--- config.mk ---
export PLATFORM = sky130hd
export DESIGN_NAME = hazard_stall_ctrl_flat
export DESIGN_NICKNAME = d
export VERILOG_FILES = /design/src/rtl/hazard_stall_ctrl_if.sv /design/src/rtl/hazard_stall_ctrl.sv /design/src/flat_wrapper.sv
export SDC_FILE = /design/constraint.sdc
export NUM_CORES = 1
export LEC_CHECK = 0
export CORE_MARGIN = 4
export CORE_UTILIZATION = 47
export CTS_BUF_LIST = sky130_fd_sc_hd__clkbuf_16
export CTS_CLUSTER_SIZE = 24
export DETAILED_ROUTE_END_ITERATION = 10
export HOLD_SLACK_MARGIN = 0.02
export PLACE_DENSITY = 0.95
export SYNTH_ARGS = -nofsm -noshare
export SYNTH_HDL_FRONTEND = slang
export SYNTH_SLANG_ARGS = --single-unit
--- constraint.sdc ---
create_clock -name clk -period 6 [get_ports clk]
set_input_delay 1.2 -clock clk [delete_from_list [all_inputs] [get_ports clk]]
set_output_delay 1.2 -clock clk [all_outputs]
set_load 0.05 [all_outputs]
--- src/rtl/hazard_stall_ctrl_if.sv ---
// Pipeline <-> hazard controller bundle: hazard inputs from ID/EX/MEM and the
// per-stage enable/flush controls driven back to the pipeline registers.
interface hazard_stall_ctrl_if #(
  parameter int CNT_W = 16
);
  logic [4:0]       id_rs;
  logic [4:0]       id_rt;
  logic             id_uses_rs;
  logic             id_uses_rt;
  logic             ex_mem_read;
  logic [4:0]       ex_GPR_waddr;
  logic             ex_div_start;
  logic             exc_req;
  logic             pc_ena;
  logic             if_id_ena;
  logic             id_ex_ena;
  logic             ex_mem_ena;
  logic             mem_wb_ena;
  logic             if_id_flush;
  logic             id_ex_flush;
  logic             ex_mem_flush;
  logic             pc_sel_exc;
  logic             div_abort;
  logic             div_busy;
  logic [CNT_W-1:0] stall_cycles;

  // Pipeline side
  modport master (
    output id_rs, id_rt, id_uses_rs, id_uses_rt, ex_mem_read, ex_GPR_waddr,
           ex_div_start, exc_req,
    input  pc_ena, if_id_ena, id_ex_ena, ex_mem_ena, mem_wb_ena, if_id_flush,
           id_ex_flush, ex_mem_flush, pc_sel_exc, div_abort, div_busy, stall_cycles
  );

  // Controller side
  modport slave (
    input  id_rs, id_rt, id_uses_rs, id_uses_rt, ex_mem_read, ex_GPR_waddr,
           ex_div_start, exc_req,
    output pc_ena, if_id_ena, id_ex_ena, ex_mem_ena, mem_wb_ena, if_id_flush,
           id_ex_flush, ex_mem_flush, pc_sel_exc, div_abort, div_busy, stall_cycles
  );
endinterface

--- src/rtl/hazard_stall_ctrl.sv ---
// Stall/flush sequencer for the 5-stage pipeline: exception flush, multi-cycle
// divide stall, load-use bubble, plus a saturating stall-cycle counter.
module hazard_stall_ctrl #(
  parameter int DIV_CYCLES = 32,
  parameter int CNT_W      = 16
) (
  input  logic               clk,
  input  logic               reset,
  hazard_stall_ctrl_if.slave hz
);
  localparam int DW = (DIV_CYCLES > 2) ? $clog2(DIV_CYCLES) : 1;

  typedef enum logic {RUN, DIV_WAIT} state_e;

  state_e           state_q, state_d;
  logic [DW-1:0]    div_cnt_q, div_cnt_d;
  logic [CNT_W-1:0] stall_q, stall_d;

  logic load_use;
  logic pc_ena, if_id_ena, id_ex_ena, ex_mem_ena, mem_wb_ena;
  logic if_id_flush, id_ex_flush, ex_mem_flush, pc_sel_exc, div_abort;

  assign load_use = hz.ex_mem_read && (hz.ex_GPR_waddr != 5'd0) &&
                    ((hz.id_uses_rs && (hz.id_rs == hz.ex_GPR_waddr)) ||
                     (hz.id_uses_rt && (hz.id_rt == hz.ex_GPR_waddr)));

  always_ff @(posedge clk or negedge reset) begin
    if (!reset) begin
      state_q   <= RUN;
      div_cnt_q <= '0;
      stall_q   <= '0;
    end else begin
      state_q   <= state_d;
      div_cnt_q <= div_cnt_d;
      stall_q   <= stall_d;
    end
  end

  // div_cnt counts the remaining DIV_WAIT cycles after the current one.
  always_comb begin
    state_d   = state_q;
    div_cnt_d = div_cnt_q;
    if (hz.exc_req) begin
      state_d   = RUN;
      div_cnt_d = '0;
    end else if (state_q == DIV_WAIT) begin
      if (div_cnt_q == '0) state_d = RUN;
      else                 div_cnt_d = div_cnt_q - 1'b1;
    end else if (hz.ex_div_start) begin
      state_d   = DIV_WAIT;
      div_cnt_d = DW'(DIV_CYCLES - 2);
    end
  end

  always_comb begin
    pc_ena       = 1'b1;
    if_id_ena    = 1'b1;
    id_ex_ena    = 1'b1;
    ex_mem_ena   = 1'b1;
    mem_wb_ena   = 1'b1;
    if_id_flush  = 1'b0;
    id_ex_flush  = 1'b0;
    ex_mem_flush = 1'b0;
    pc_sel_exc   = 1'b0;
    div_abort    = 1'b0;
    if (hz.exc_req) begin
      mem_wb_ena   = 1'b0;
      if_id_flush  = 1'b1;
      id_ex_flush  = 1'b1;
      ex_mem_flush = 1'b1;
      pc_sel_exc   = 1'b1;
      div_abort    = (state_q == DIV_WAIT) || hz.ex_div_start;
    end else if ((state_q == DIV_WAIT) || hz.ex_div_start) begin
      // Divide holds in EX; a bubble drains into MEM behind it.
      pc_ena       = 1'b0;
      if_id_ena    = 1'b0;
      id_ex_ena    = 1'b0;
      ex_mem_ena   = 1'b0;
      ex_mem_flush = 1'b1;
    end else if (load_use) begin
      pc_ena      = 1'b0;
      if_id_ena   = 1'b0;
      id_ex_flush = 1'b1;
    end
  end

  assign stall_d = (!pc_ena && (stall_q != {CNT_W{1'b1}})) ? stall_q + 1'b1 : stall_q;

  assign hz.pc_ena       = pc_ena;
  assign hz.if_id_ena    = if_id_ena;
  assign hz.id_ex_ena    = id_ex_ena;
  assign hz.ex_mem_ena   = ex_mem_ena;
  assign hz.mem_wb_ena   = mem_wb_ena;
  assign hz.if_id_flush  = if_id_flush;
  assign hz.id_ex_flush  = id_ex_flush;
  assign hz.ex_mem_flush = ex_mem_flush;
  assign hz.pc_sel_exc   = pc_sel_exc;
  assign hz.div_abort    = div_abort;
  assign hz.div_busy     = (state_q == DIV_WAIT);
  assign hz.stall_cycles = stall_q;
endmodule

--- src/flat_wrapper.sv ---
// flat-port wrapper written by rule: the top's interface ports become plain ports
module hazard_stall_ctrl_flat 
#(
  parameter int DIV_CYCLES = 32,
  parameter int CNT_W      = 16
)
  (clk, reset, hz_id_rs, hz_id_rt, hz_id_uses_rs, hz_id_uses_rt, hz_ex_mem_read, hz_ex_GPR_waddr, hz_ex_div_start, hz_exc_req, hz_pc_ena, hz_if_id_ena, hz_id_ex_ena, hz_ex_mem_ena, hz_mem_wb_ena, hz_if_id_flush, hz_id_ex_flush, hz_ex_mem_flush, hz_pc_sel_exc, hz_div_abort, hz_div_busy, hz_stall_cycles);
  hazard_stall_ctrl_if #(.CNT_W(CNT_W)) hz_i ();
  input  logic clk;
  input  logic reset;
  input wire logic [$bits(hz_i.id_rs)-1:0] hz_id_rs;
  input wire logic [$bits(hz_i.id_rt)-1:0] hz_id_rt;
  input wire logic [$bits(hz_i.id_uses_rs)-1:0] hz_id_uses_rs;
  input wire logic [$bits(hz_i.id_uses_rt)-1:0] hz_id_uses_rt;
  input wire logic [$bits(hz_i.ex_mem_read)-1:0] hz_ex_mem_read;
  input wire logic [$bits(hz_i.ex_GPR_waddr)-1:0] hz_ex_GPR_waddr;
  input wire logic [$bits(hz_i.ex_div_start)-1:0] hz_ex_div_start;
  input wire logic [$bits(hz_i.exc_req)-1:0] hz_exc_req;
  output wire logic [$bits(hz_i.pc_ena)-1:0] hz_pc_ena;
  output wire logic [$bits(hz_i.if_id_ena)-1:0] hz_if_id_ena;
  output wire logic [$bits(hz_i.id_ex_ena)-1:0] hz_id_ex_ena;
  output wire logic [$bits(hz_i.ex_mem_ena)-1:0] hz_ex_mem_ena;
  output wire logic [$bits(hz_i.mem_wb_ena)-1:0] hz_mem_wb_ena;
  output wire logic [$bits(hz_i.if_id_flush)-1:0] hz_if_id_flush;
  output wire logic [$bits(hz_i.id_ex_flush)-1:0] hz_id_ex_flush;
  output wire logic [$bits(hz_i.ex_mem_flush)-1:0] hz_ex_mem_flush;
  output wire logic [$bits(hz_i.pc_sel_exc)-1:0] hz_pc_sel_exc;
  output wire logic [$bits(hz_i.div_abort)-1:0] hz_div_abort;
  output wire logic [$bits(hz_i.div_busy)-1:0] hz_div_busy;
  output wire logic [$bits(hz_i.stall_cycles)-1:0] hz_stall_cycles;
  assign hz_i.id_rs = hz_id_rs;
  assign hz_i.id_rt = hz_id_rt;
  assign hz_i.id_uses_rs = hz_id_uses_rs;
  assign hz_i.id_uses_rt = hz_id_uses_rt;
  assign hz_i.ex_mem_read = hz_ex_mem_read;
  assign hz_i.ex_GPR_waddr = hz_ex_GPR_waddr;
  assign hz_i.ex_div_start = hz_ex_div_start;
  assign hz_i.exc_req = hz_exc_req;
  assign hz_pc_ena = hz_i.pc_ena;
  assign hz_if_id_ena = hz_i.if_id_ena;
  assign hz_id_ex_ena = hz_i.id_ex_ena;
  assign hz_ex_mem_ena = hz_i.ex_mem_ena;
  assign hz_mem_wb_ena = hz_i.mem_wb_ena;
  assign hz_if_id_flush = hz_i.if_id_flush;
  assign hz_id_ex_flush = hz_i.id_ex_flush;
  assign hz_ex_mem_flush = hz_i.ex_mem_flush;
  assign hz_pc_sel_exc = hz_i.pc_sel_exc;
  assign hz_div_abort = hz_i.div_abort;
  assign hz_div_busy = hz_i.div_busy;
  assign hz_stall_cycles = hz_i.stall_cycles;
  hazard_stall_ctrl #(.DIV_CYCLES(DIV_CYCLES), .CNT_W(CNT_W)) u_core (.clk(clk), .reset(reset), .hz(hz_i));
endmodule
Word level (Yosys, flattened, before mapping)
Cells that the tools add are included.

Bits in registers: 22. Output and inout bits: 27. Input bits: 22. Logic and storage cells: 42.

Eq/ne operators: 4. Reduce and logical (&&, ||, !) cells: 12. Mux-type cells: 21. Add/subtract/negate cells: 2.

Operators by type and width (number): 2-to-1 mux 5 bit (4); 2-to-1 mux 1 bit (17); adder 16 x 1 -> 16 bit, second input constant (1); inequality test 16 bit, second input constant (1); == test 5 bit (2); logical AND 1 bit (5); logical NOT 5 bit (1); nonzero test 5 bit (1); subtractor 5 x 1 -> 5 bit, second input constant (1); inequality test 3 bit, second input constant (1); nonzero test 3 bit (1); logical OR 1 bit (2); AND reduction 2 bit (1); logical NOT 1 bit (1).

Depth between registers and ports, before layout
Gate-level depths: netlist of the first run.

Depth in word-level cells: 9. Mapped depth: 7. Gate-level depth less buffers: 7.

Least setup slack after synthesis of the first run
Ideal clock, no wire load.

Path kind: input to output. From: input hz_exc_req. To: output hz_id_ex_ena. Slack: 2.068 ns. Data required time: 4.800 ns. Path buffers: 1. Data arrival time: 2.732 ns. Stages: 3. Path through: clkinv_1 -> o21ai_0 -> buf_4.

Cells in the longest elaborated chain, start to end: 1.

RTL lines: start, declared (RTL line flat_wrapper.sv:18) `input wire logic [$bits(hz_i.exc_req)-1:0] hz_exc_req;`; 2-to-1 mux 1 bit; end, declared (RTL line flat_wrapper.sv:21) `output wire logic [$bits(hz_i.id_ex_ena)-1:0] hz_id_ex_ena;`.

Every way passes these cells.

Worst setup path after layout of the first run
From: input hz_ex_GPR_waddr[0]. To: output hz_if_id_ena.

Cells in the longest elaborated chain, start to end: 7. Elaborated cells between the ends (all ways): 11. Those cells by class: eq/ne (2); mux (3); reduce/logical (6).

RTL lines: start, declared (RTL line flat_wrapper.sv:16) `input wire logic [$bits(hz_i.ex_GPR_waddr)-1:0] hz_ex_GPR_waddr;`; == test 5 bit, on equally long branches (RTL line hazard_stall_ctrl.sv:24, hazard_stall_ctrl.sv:25); logical AND 1 bit, on equally long branches (RTL line hazard_stall_ctrl.sv:24, hazard_stall_ctrl.sv:25); logical OR 1 bit (RTL line hazard_stall_ctrl.sv:24) `((hz.id_uses_rs && (hz.id_rs == hz.ex_GPR_waddr)) ||`; logical AND 1 bit (*) (RTL line hazard_stall_ctrl.sv:23) `assign load_use = hz.ex_mem_read && (hz.ex_GPR_waddr != 5'd0) &&`; 2-to-1 mux 1 bit (*) (RTL line hazard_stall_ctrl.sv:80) `end else if (load_use) begin`; 2-to-1 mux 1 bit (*) (RTL line hazard_stall_ctrl.sv:73) `end else if ((state_q == DIV_WAIT) || hz.ex_div_start) begin`; 2-to-1 mux 1 bit (*) (RTL line hazard_stall_ctrl.sv:66) `if (hz.exc_req) begin`; end, declared (RTL line flat_wrapper.sv:20) `output wire logic [$bits(hz_i.if_id_ena)-1:0] hz_if_id_ena;`.

Every way passes the cells marked *; elsewhere a longest branch is shown, timed or not.

==> flow_metrics.tcl, run 1 <==
set metrics [dict create \
    r2r-start "u_core.hz.stall_cycles[0]" \
    ys_seq_elements 22 \
    ant_nets 0 \
    cts_inserted_buffers 3 \
    cts_max_level 1 \
    synth_cells 141 \
    worstHoldPathCells 1 \
    first_pass_iters 5 \
    clk_latency_ns 0.26 \
    worstMarginPinSlew_ns 0.9566 \
    initial_core_util_pct 51.32 \
    synth-async-reset-ratio_pct 100.0 \
    antennaDiodeCount 0 \
    globalRoute.totalOverflow 0 \
    fin_nets 212 \
    port_buffers 48 \
    cts_max_path_buffers 2 \
    drv_cap 0 \
    grt_max_degree 23 \
    hold_class "register to register" \
    cts.hold.buffers_added 0 \
    crit_fanout 8 \
    fillers 191 \
    vias 1201 \
    routedWlPerCell_um 16.77 \
    slowest_delay_ns 0.80 \
    drc 0 \
    rsz0062_at_grt "false" \
    clock-sinks 22 \
    hold_end "u_core.div_cnt_q[3]" \
    whs_ns 0.5005 \
    synth_edf_count 0 \
    start_kind "input pin" \
    hold_violations 0 \
    grtUsageMet2_pct 40.76 \
    avgSynthCellArea_um2 9.344 \
    final_max_slew_viol_count 0 \
    gr-usage-met3_pct 4.894 \
    reg2reg_setup_slack_ns 4.04 \
    wirelength_um 3622 \
    synth.most_common_cell "dfrtp_1" \
    gr-usage-met1_pct 25.40 \
    ys_top_cells_by_count "22 x dfrtp_1, 15 x nand2_1, 14 x nor2_1, 12 x xnor2_1, 10 x xor2_1" \
    ys_warn_count 0 \
    required_ns 4.80 \
    cp_slowest_cell "clkdlybuf4s50_1" \
    die_h_um 60.95 \
    via_per_inst 5.560 \
    grt_usage_pct 21.72 \
    io_pins 49 \
    fin_worst_skew_ns 0.004547 \
    synth_top_cell_area_share_pct 41.79 \
    setup_tns_ns 0 \
    clkTransAtPathRegs_ns 0.06 \
    setup_viol 0 \
    leakage_nw 0.7634 \
    synthDistinctLibCells 36 \
    hold_start "u_core.div_cnt_q[3]" \
    yosys.area.top_type "dfrtp_1" \
    max_slew_margin_pct 36.03 \
    synth_nets 165 \
    dieArea_um2 3714 \
    grt_pass1_vias 1278 \
    cpMostUsedCell "clkdlybuf4s50_1" \
    timing.rr.end "u_core.hz.stall_cycles[1]" \
    cts_tree "built" \
    syn_to_final_growth_pct 42.07 \
    p_per_area_nw_per_um2 328.5 \
    fp-row-count 18 \
    place_congestion 0.8330 \
    reg2reg_depth 6 \
    end_kind "primary output" \
    hpwl_um 2781 \
    cp_cell_sequence "clkdlybuf4s50_1 -> or4_1 -> o21ai_2 -> inv_2 -> a21boi_4 -> or2_2 -> clkdlybuf4s50_1" \
    die_w_um 60.95 \
    root_buffer "clkbuf_16" \
    ys.flop_type "dfrtp_1" \
    coreArea_um2 2567 \
    status "finished clean" \
    synth.area.top_cells "dfrtp_1 42%, xnor2_1 8.0%, xor2_1 6.6%" \
    cts_resized 0 \
    grt_pass1_wl_um 5996 \
    finalCriticalPeriod_ns 4.915 \
    critical_path_class "input pin to primary output" \
    drt_iter0_markers 83 \
    layout-drive-gt1-share_pct 5.914 \
    fmax_mhz 203.5 \
    ys_seq_area_share_pct 41.79 \
    period_share_pct 81.92 \
    antenna_found_initial 0 \
    syn-cell-area_um2 1318 \
    postCtsSetupRepairBufs 0 \
    busiest_layer "met2" \
    arrival_ns 3.72 \
    ir_worst_vdd_mv 0.4028 \
]
-- cells by family after synthesis --
logic type,count (synthesis),share of synthesized area (%)
and+or+nand+nor,64,23.93
DFF,22,41.79
muxes,4,3.419
AOI/OAI and AO/OA,15,9.687
buffers and inverters,12,4.652
xor gates and xnor gates,22,14.62
adders and majority gates,2,1.899
-- layout by cell type, fill, tap and decap left out, types with 5 or more instances in the layout --
| cell type | Yosys | final |
|---|---|---|
| clkdlybuf4s50_1 | 0 | 48 |
| dfrtp_1 | 22 | 22 |
| nand2_1 | 15 | 15 |
| nor2_1 | 14 | 14 |
| xnor2_1 | 12 | 12 |
| xor2_1 | 10 | 10 |
| nand3_1 | 9 | 9 |
| nor3_1 | 7 | 7 |
| nor4_1 | 5 | 5 |
-- stage by stage --
stage	utilization, %	total power [W]	cell area, µm²	setup WS (ns)	cells
global placement	69.98	0.0004690	1797	1.163	213
floorplan	-	0.0003812	1318	2.068	141
finish	72.90	0.0006149	1872	1.085	216
CTS	72.90	0.0006177	1872	1.083	216
detailed placement	69.98	0.0004779	1797	1.085	213
global route	72.90	0.0006440	1872	1.012	216
-- where the power goes --
group,total [W],internal (W),switching [W]
logic,0.000260,0.0000956,0.000164
clock network,0.000139,0.0000880,0.0000507
registers,0.000216,0.000177,0.0000390
-- worst max-delay path by stage --
| stage | cells after the start | from | to |
|---|---|---|---|
| global route | 7 | hz_ex_GPR_waddr[0] | hz_if_id_ena |
| floorplan | 3 | hz_exc_req | hz_id_ex_ena |
| detailed placement | 7 | hz_ex_GPR_waddr[0] | hz_if_id_ena |
| CTS | 7 | hz_ex_GPR_waddr[0] | hz_if_id_ena |
| finish | 7 | hz_ex_GPR_waddr[0] | hz_if_id_ena |
| global placement | 7 | hz_ex_GPR_waddr[0] | hz_pc_ena |
-- per-layer routing --
layer / vias to the layer above / wire length, µm
met1: 573 / 1430
met4: 0 / 36
li1: 581 / -
met5: - / 0
met3: 4 / 197
met2: 43 / 1957
-- sequential cells by signal, summed over array words and instances, names as in the netlist --
| name | count |
|---|---|
| u_core.hz.stall_cycles | 16 |
| u_core.hz.div_busy | 1 |
| u_core.div_cnt_q | 5 |
-- worst max-delay path, delay by kind of cell --
family,cells,cell delay [ns]
buf+inv,3,1.36
compound gates,2,0.42
simple gates,2,0.74
-- cell type report --
type                    instances  area [µm²]  share of cell area [%]
well taps                      30       37.54                   2.005
clock buffers                   3       75.07                   4.011
flip-flops and latches         22       550.5                   29.41
inverters                       6       22.52                   1.203
repair buffers                 48       480.5                   25.67
multi-input cells             107       705.7                   37.70
Power figures use the tool's default switching activity.
==> run 2: changes to the inputs <==
--- a/config.mk
+++ b/config.mk
@@ -6,12 +6,12 @@
 export NUM_CORES = 1
 export LEC_CHECK = 0
 export CORE_MARGIN = 4
-export CORE_UTILIZATION = 47
+export CORE_UTILIZATION = 44
 export CTS_BUF_LIST = sky130_fd_sc_hd__clkbuf_16
 export CTS_CLUSTER_SIZE = 24
 export DETAILED_ROUTE_END_ITERATION = 10
 export HOLD_SLACK_MARGIN = 0.02
-export PLACE_DENSITY = 0.95
+export PLACE_DENSITY = 0.92
 export SYNTH_ARGS = -nofsm -noshare
 export SYNTH_HDL_FRONTEND = slang
 export SYNTH_SLANG_ARGS = --single-unit
==> constraint.sdc (replaced) <==
create_clock -name clk -period 4.75 [get_ports clk]
set_input_delay 0.95 -clock clk [delete_from_list [all_inputs] [get_ports clk]]
set_output_delay 0.95 -clock clk [all_outputs]
set_load 0.05 [all_outputs]
==> flow_metrics.tcl, run 2 (synthesis gave the netlist of run 1 again) <==
set metrics [dict create \
    drt_iter0_markers 53 \
    cts.hold.buffers_added 0 \
    crit_fanout 8 \
    hold_class "register to register" \
    die_w_um 62.72 \
    initial_core_util_pct 46.97 \
    postCtsSetupRepairBufs 0 \
    clock-sinks 22 \
    worstHoldPathCells 1 \
    start_kind "input pin" \
    globalRoute.totalOverflow 0 \
    via_per_inst 5.550 \
    clkTransAtPathRegs_ns 0.06 \
    grt_usage_pct 19.26 \
    final_max_slew_viol_count 0 \
    final_util_pct 68.38 \
    p_per_area_nw_per_um2 436.8 \
    grt_max_degree 23 \
    reg2reg_depth 6 \
    syn_to_final_growth_pct 45.58 \
    routedWlPerCell_um 15.95 \
    pre_cts_ws_ns 0.3525 \
    reg2reg_setup_slack_ns 2.80 \
    period_share_pct 92.49 \
    coreArea_um2 2805 \
    final_cell_mix "48 x clkdlybuf4s50_1, 22 x dfrtp_1, 15 x nand2_1" \
    drc 0 \
    cts_resized 0 \
    wirelength_um 3509 \
    vias 1221 \
    cts_max_path_buffers 2 \
    io_pins 49 \
    final_common_cell "clkdlybuf4s50_1" \
    finalCriticalPeriod_ns 4.393 \
    fin_nets 214 \
    arrival_ns 3.44 \
    antennaDiodeCount 0 \
    rsz0062_at_grt "false" \
    hold_violations 0 \
    whs_ns 0.4956 \
    cts_max_level 1 \
    crit_start "hz_ex_GPR_waddr[0]" \
    ant_nets 0 \
    clk_latency_ns 0.26 \
    dieArea_um2 3934 \
    hold_start "u_core.hz.stall_cycles[5]" \
    grt_pass1_vias 1261 \
    first_pass_iters 4 \
    largest_reg_flops 16 \
    ir_worst_vdd_mv 0.3566 \
    hpwl_um 2592 \
    root_buffer "clkbuf_16" \
    cts_tree "built" \
    layout-drive-gt1-share_pct 7.407 \
    fmax_mhz 227.6 \
    die_h_um 62.72 \
    setup_tns_ns 0 \
    required_ns 3.80 \
    setup_viol 0 \
    max_slew_margin_pct 36.38 \
    leakage_nw 0.7873 \
    antenna_found_initial 0 \
    end_kind "primary output" \
    critical_path_class "input pin to primary output" \
    status "finished clean" \
    cts_inserted_buffers 3 \
    fin_worst_skew_ns 0.002689 \
    port_buffers 48 \
    r2r-start "u_core.hz.stall_cycles[11]" \
    worstMarginPinSlew_ns 0.9513 \
    drv_cap 0 \
    fp-row-count 19 \
    place_congestion 0.8848 \
    grt_pass1_wl_um 6078 \
    setup_slack_ns 0.3569 \
]
run 2: final timing paths:
path                                             end
max in group asynchronous  u_core.hz.stall_cycles[2]
min in group asynchronous        u_core.div_cnt_q[2]
hold / removal             u_core.hz.stall_cycles[5]
hold reg to reg            u_core.hz.stall_cycles[5]
setup / recovery                           hz_pc_ena
setup reg to reg           u_core.hz.stall_cycles[9]
run 2: metal layers:
layer  GRT usage [%]  share of wire, %  vias to the layer above
met5               0                 0                        -
li1                -                 -                      588
met2           31.82                48                       56
met4           8.264               2.0                        0
met3           4.676               6.4                        6
met1           23.84                44                      571
run 2: layout make-up:
cell class,instances,area (µm²)
Clock inverter,1,30.03
Sequential cell,22,550.5
Inverter,6,22.52
Multi-Input combinational cell,107,705.7
Clock buffer,3,75.07
Tap cell,31,38.79
Timing Repair Buffer,50,495.5
Fill cell,220,887.1
run 2: power by group:
part           switching (W)  internal (W)  total, W
logic               0.000207      0.000122  0.000330
registers          0.0000473      0.000224  0.000271
clock network      0.0000696      0.000167  0.000237
run 2: stage by stage:
stage / cells / power [W] / area, µm²
CTS: 220 / 0.0008440 / 1918
detailed placement: 216 / 0.0006052 / 1813
finish: 220 / 0.0008379 / 1918
floorplan: 141 / 0.0004816 / 1318
global route: 220 / 0.0008797 / 1918
global placement: 216 / 0.0005932 / 1813
run 2: worst max-delay path: stages:
cell,delay [ns]
clkdlybuf4s50_1,0.47
or4_1,0.56
o21ai_2,0.19
inv_2,0.08
a21boi_4,0.23
or2_2,0.16
clkdlybuf4s50_1,0.79
